==> config.mk <==
export PLATFORM = sky130hd
export DESIGN_NAME = sha256_kw_sequencer
export DESIGN_NICKNAME = d
export VERILOG_FILES = /design/src/rtl/sha256_kw_sequencer.sv
export SDC_FILE = /design/constraint.sdc
export NUM_CORES = 1
export LEC_CHECK = 0
export ABC_AREA = 1
export CAP_MARGIN = 10
export CELL_PAD_IN_SITES_DETAIL_PLACEMENT = 1
export CELL_PAD_IN_SITES_GLOBAL_PLACEMENT = 1
export CORE_ASPECT_RATIO = 1.75
export CORE_MARGIN = 4
export CORE_UTILIZATION = 37
export DETAILED_ROUTE_END_ITERATION = 16
export PLACE_DENSITY = 0.92
export SYNTH_ARGS = -nofsm -noshare
export SYNTH_HDL_FRONTEND = slang
export SYNTH_SLANG_ARGS = --single-unit
==> constraint.sdc <==
create_clock -name clk -period 4.22 [get_ports clk]
set_input_delay 0.422 -clock clk [delete_from_list [all_inputs] [get_ports clk]]
set_output_delay 0.422 -clock clk [all_outputs]
set_load 0.02 [all_outputs]
==> src/rtl/sha256_kw_sequencer.sv <==
// SHA-256 round-stream producer: steps t through 0..ROUNDS-1, addresses the K ROM and
// emits K_t+W_t. Optional `SHA256_KW_ABORT_EN adds an abort input that drops the current block.
module sha256_kw_sequencer #(
    parameter int ROUNDS = 64
) (
    input  logic         clk,
    input  logic         rst,
`ifdef SHA256_KW_ABORT_EN
    input  logic         abort,
`endif
    input  logic         blk_valid,
    output logic         blk_ready,
    input  logic [511:0] blk_data,
    output logic [5:0]   k_addr,
    input  logic [31:0]  k_data,
    output logic         kw_valid,
    input  logic         kw_ready,
    output logic [31:0]  kw_data,
    output logic [5:0]   kw_round,
    output logic         kw_last,
    output logic         busy
);

    typedef enum logic {IDLE, RUN} state_e;

    localparam logic [5:0] LAST_T = 6'(ROUNDS - 1);

    function automatic logic [31:0] sig0(input logic [31:0] x);
        return {x[6:0], x[31:7]} ^ {x[17:0], x[31:18]} ^ (x >> 3);
    endfunction

    function automatic logic [31:0] sig1(input logic [31:0] x);
        return {x[16:0], x[31:17]} ^ {x[18:0], x[31:19]} ^ (x >> 10);
    endfunction

    state_e      state_q, state_d;
    logic [5:0]  t_q, t_d;
    logic [31:0] w_q [16];
    logic [31:0] w_d [16];
    logic        run;

    always_comb begin
        state_d = state_q;
        t_d     = t_q;
        w_d     = w_q;
        case (state_q)
            IDLE: begin
                if (blk_valid) begin
                    state_d = RUN;
                    t_d     = '0;
                    for (int i = 0; i < 16; i++) begin
                        w_d[i] = blk_data[511 - 32*i -: 32];
                    end
                end
            end
            RUN: begin
                if (kw_ready) begin
                    if (t_q == LAST_T) begin
                        state_d = IDLE;
                        t_d     = '0;
                    end else begin
                        for (int i = 0; i < 15; i++) begin
                            w_d[i] = w_q[i+1];
                        end
                        w_d[15] = sig1(w_q[14]) + w_q[9] + sig0(w_q[1]) + w_q[0];
                        t_d     = t_q + 6'd1;
                    end
                end
`ifdef SHA256_KW_ABORT_EN
                // Abort wins over a same-cycle transfer; the window is left as-is (don't-care).
                if (abort) begin
                    state_d = IDLE;
                    t_d     = '0;
                end
`endif
            end
            default: begin
                state_d = IDLE;
                t_d     = '0;
            end
        endcase
    end

    always_ff @(posedge clk) begin
        if (rst) begin
            state_q <= IDLE;
            t_q     <= '0;
            for (int i = 0; i < 16; i++) begin
                w_q[i] <= '0;
            end
        end else begin
            state_q <= state_d;
            t_q     <= t_d;
            w_q     <= w_d;
        end
    end

    // Outputs come only from registered state plus the ROM data for the current address.
    assign run       = (state_q == RUN);
    assign blk_ready = !run;
    assign busy      = run;
    assign kw_valid  = run;
    assign k_addr    = t_q;
    assign kw_round  = t_q;
    assign kw_last   = run && (t_q == LAST_T);
    assign kw_data   = run ? (k_data + w_q[0]) : 32'h0;

endmodule
; Yosys cells after proc, flatten, opt, wreduce, memory -nomap -nowiden
; Index checks and enable logic that the tools add are counted.
[totals]
reg_bits = 519
latch_bits = 0
ramBits = 0
mem_bits_ro = 0
inputBits = 548
output_inout_bits = 48
word_cells = 49
memories = 0
[classes]
addsub = 5
n_mul = 0
n_div = 0
n_lt_le_gt_ge = 0
eq_ne = 4
n_shift = 0
muxes = 13
bitwise = 5
reduce_logical = 4
[ops]
columns = op, n
row1 = $mux W512, 3
row2 = $pmux W512 S2, 1
row3 = $add A32 B32 Y32, 4
row4 = $xor A32 B32 Y32, 2
row5 = $mux W32, 1
row6 = $xor A32 B22 Y32, 1
row7 = $xor A32 B29 Y32, 1
row8 = $mux W6, 3
row9 = $pmux W6 S2, 1
row10 = $add A6 B1 Y6 const B, 1
row11 = $eq A6 B6 Y1 const B, 1
row12 = $ne A2 B2 Y1 const B, 3
row13 = $mux W1, 3
row14 = $reduce_and A3 Y1, 1
row15 = $pmux W1 S2, 1
row16 = $reduce_and A2 Y1, 1
row17 = $logic_and A1 B1 Y1, 1
row18 = $logic_not A1 Y1, 1
row19 = $not A1 Y1, 1

; Logic depth before layout (Yosys ltp)
[logic_depth]
depth_word = 8
ltp_mapped = 20
ltp_nobuf = 19

; Worst setup path after synthesis
; OpenSTA, ideal clock, no wires.
[synth_timing]
path_kind = reg-to-reg
start = reg w_q[50] (netlist name)
end = reg w_q[17] (netlist name)
setup_ps = 132
t_arrival_ps = 3239
required_ps = 4088
slack_ps = 849
stages_incl_launch_ff = 18
path_buffers = 1
period_less_slack_ps = 3371
cell_sequence = dfxtp_1 -> clkbuf_1 -> xnor2_1 -> xor2_1 -> fa_1 -> inv_1 -> fa_1 -> ha_1 -> fa_1 -> nand3_1 -> nand3_1 -> nand2_1 -> nand2_1 -> nand2_1 -> nand2_1 -> xor2_1 -> o21ai_0 -> a21oi_1
[synth_between]
elab_chain_cells = 8
[synth_rtl]
columns = item, line
row1 = start: declaration, 38  ; logic [31:0] w_q [16];
row2 = start signal: assignment, 94  ; w_q <= w_d;
row3 = $xor A32 B32 Y32, 33  ; return {x[16:0], x[31:17]} ^ {x[18:0], x[31:19]} ^ (x >> 10);
row4 = $xor A32 B22 Y32 *, 33
row5 = $add A32 B32 Y32 * (3 in a row), 65  ; w_d[15] = sig1(w_q[14]) + w_q[9] + sig0(w_q[1]) + w_q[0];
row6 = $mux W512 *, 58  ; if (t_q == LAST_T) begin
row7 = $mux W512 *, 57  ; if (kw_ready) begin
row8 = $pmux W512 S2 *, 46  ; case (state_q)
; Mark *: on every way between the ends. The rest lies on a longest branch, timed or not. The select of a mux whose other input is x is not followed.
; A chain may end at the register's enable or synchronous reset.

; Worst setup path after layout
[layout_timing]
start = reg w_q[488] (netlist name)
end = out kw_data[25]
[layout_between]
elab_chain_cells = 2
[layout_rtl]
columns = item, line
row1 = $add A32 B32 Y32, 106  ; assign kw_data = run ? (k_data + w_q[0]) : 32'h0;
row2 = $mux W32, 106
row3 = end: declaration, 18  ; output logic [31:0] kw_data,
; Every way passes these cells.

==> key figures <==
Logic synthesis
  – Syn Area/Cell: 7.05 µm²
  – Yosys top cell area share: 36.3%
  – Top_reg_cell synth: dfxtp_1
  – Top cells by count, synth: nand2_1, o21ai_0, dfxtp_1
  – Flops & latches, synth: 519
  – Syn Inst Count: 4054
  – Seq/Total Area, Yosys: roughly 36%
  – Netlist cell types: 33
  – Mapped cell area: 28600 µm²
  – Yosys warns: 0
  – Yosys top cell by area: dfxtp_1
  – Post-synth EDFFs: 0
  – Synth Net Count: 4728
  – Most area-consuming cells after synthesis: dfxtp_1, nand2_1, a31oi_1, o21ai_0, fa_1
  – Post-synth ARST share: 0%
  – Top-count cell post-synth: nand2_1

Die
  – I/O pin total: 596
  – Die width: 218 µm
  – Core Box Area: 76500 µm²
  – Die ar.: 81900 µm²
  – Rows: 134
  – Die Span Y: 376 µm
  – Initial Util: 37.4%

STA
  – Hold Vio Cnt, Final: 0
  – Final setup vio count: 0
  – Slew @ Worst Pin: slightly below 0.9 ns
  – Fin Setup TNS: 0 ns
  – Final period utilization: 97.6%
  – Max Slew Vio Count: 0
  – Fin crit period: a little over 4 ns
  – RSZ-0062 raised after global routing: false
  – Setup Skew: 0.0149 ns
  – Max frequency: 243 MHz
  – Rel. slew slack: about two fifths

Placement
  – Placed insts: 5443
  – DP HPWL: 109000 µm
  – Port bufs: 595
  – Placer Congestion: between 0.9 and 1

Drt
  – Routed WL: approximately 140000 µm
  – Vias/cell: between 5 and 6
  – Initial drt markers: 2436
  – DR pass1 iterations: 5
  – Post-DR wirelength/cell: 25.3 µm
  – DR vias: 30.9k
  – DRC: 0
  – Post-route ant nets: 0

Final layout
  – Layout cells sized above 1: roughly 3.7%
  – Final #Nets: 5149
  – Post-route insts no fill: 5560
  – Core Util, Final: 48.3%
  – Area growth syn-to-layout: 29.2%

Critical path
  – Setup crit end kind: output port
  – Crit-path max FO: 5
  – Cell repeated most along the worst path: nand2_1
  – Max incr delay on CP: 0.70 ns
  – Crit path cell chain: ha_1 > nand2_1 > o21ai_0 > a21oi_1 > nand2_1 > nand2_1 > nand2_1 > nand2_1 > nand3_1 > nand2_1 > nor2_1 > clkdlybuf4s50_1
  – WP data arrival: 3.70 ns
  – CP Launch Type: register
  – Crit path kind: reg2out
  – WP data required: 3.80 ns
  – Critical-path top delay cell: clkdlybuf4s50_1

Global route
  – Vias in the first global route: about 32k
  – Largest net degree at the start of global routing: 201
  – Wire length of the first global-routing pass: 204000 µm
  – Antenna violations before repair: 37
  – Overflow after GRT: 0
  – GRT Total Usage: 32.9%

Clock tree
  – CTS tree: built
  – Root Buffer: clkbuf_16
  – Clock Path Buffers: 3
  – CTS Hold Bufs: 0
  – Clock latency on the worst-skew pair: 0.60 ns
  – H-tree depth: 2
  – CTS sink count: 519
  – Clk pin slew, worst setup/hold paths: around 0.070 ns
  – Num CTS Buffers: 50

Run
  – Maxcap violations: 0

Power and ir drop
  – Psw: 7.47 mW
  – Leakage: 14.9 nW
  – Total Power: 18.4 mW
  – Switching share of power: 40.6%
  – Combinational fraction of design power: between 40% and 50%
  – Internal power: 10.9 mW
  – Clock power frac: between 20% and 30%
  – VDD IR max: 0.000291 V
  – Pwr/cell area: 498 nW/µm²
  – Register share of total power: 32.1%

Status
  – Status: complete, no violations

Hold path
  – Tightest Hold Check Type: in2reg
## worst max-delay path: cells and delay by family (launching register included)
kind | cells | cell delay [ns]
and+or+nand+nor | 8 | 0.99
buffers and inverters | 1 | 0.70
AOI/OAI and AO/OA | 2 | 0.55
adders and majority gates | 1 | 0.44
DFF | 1 | 0.40
## flip-flops by register name, summed over array words and instances, names as in the netlist
signal and count:
busy 1, k_addr 6, w_q 512
## worst paths after layout
| path | cells after the start | endpoint | from | slack [ns] |
|---|---|---|---|---|
| worst min register to register | 2 | w_q[450] | w_q[418] | 0.47 |
| worst max register to register | 16 | w_q[17] | w_q[53] | 0.18 |
| worst min-delay path | 3 | w_q[109] | blk_data[109] | 0.39 |
| worst max-delay path | 12 | kw_data[25] | w_q[488] | 0.10 |
## cell usage in the layout, fill, tap and decap left out, drive strengths merged
cell type      netlist  routed
nor3                11      11
o211ai               1       1
clkinvlp             0       2
a21o                 6       6
o221ai               1       1
inv                261     265
clkdlybuf4s50        0     595
o21bai               6       6
a21oi              129     129
a221oi               1       1
nand3               60      60
dfxtp              519     519
xnor2               73      73
clkbuf             246      64
a211oi               2       2
buf                 58      78
o21ai              552     552
o2111ai              1       1
and2                 4       4
bufinv               0       7
xor2                65      65
nand3b               3       3
nor2               134     134
or2                  1       1
nor4                 1       1
clkinv               0      10
fa                  63      63
o21a                 2       2
ha                  63      63
nand2             1301    1301
a31oi              483     483
nand4                7       7
diode                0      30
## logic make-up after synthesis
family / count (synthesis) / synth area share, %
compound gates: 1184 / 23.1
xor+xnor: 138 / 4.23
fa+ha+maj: 126 / 7.17
buf+inv: 565 / 8.72
flops: 519 / 36.3
simple gates: 1522 / 20.5
## per-layer routing
metal	vias up	wire, µm	global-route usage [%]	part of all wire, %
met3	385	7580	5.18	5.4
met4	14	12100	23.6	8.6
met1	14900	51800	36.2	37
met5	-	102	0	0.073
li1	14400	-	-	-
met2	1099	69100	57.0	49
## metrics by stage
stage / worst slack, ns / area, µm² / hold WS, ns
3_5_place_dp: 0.137 / 35100 / 0.457
6_report: 0.101 / 36900 / 0.390
4_1_cts: 0.0697 / 36800 / 0.355
3_3_place_gp: 0.115 / 35100 / 0.452
2_1_floorplan: 0.849 / 28600 / 0.446
5_1_grt: 0.00811 / 36900 / 0.377
## final cells by class
class	count	area (µm²)
flip-flops and latches	519	10400
well taps	1020	1280
clock inverters	23	322
fillers	9686	39500
clock buffers	64	1400
multi-input cells	2970	15700
inverters	261	1000
repair buffers	673	6750
diodes	30	75.1
## timing repair
item	in CTS	in global routing
resized for setup	2	4
setup endpoints to repair	6	6
buffers inserted	0	0
## power groups by stage
| stage | combinational, mW | sequential [mW] | clock [mW] |
|---|---|---|---|
| floorplan | 4.53 | 5.74 | 0 |
| detailed placement | 7.47 | 5.98 | 0 |
| global route | 8.30 | 5.93 | 5.12 |
| CTS | 7.55 | 5.88 | 4.94 |
| finish | 7.60 | 5.90 | 4.88 |
| global placement | 7.38 | 5.96 | 0 |
Power figures use the tool's default switching activity.
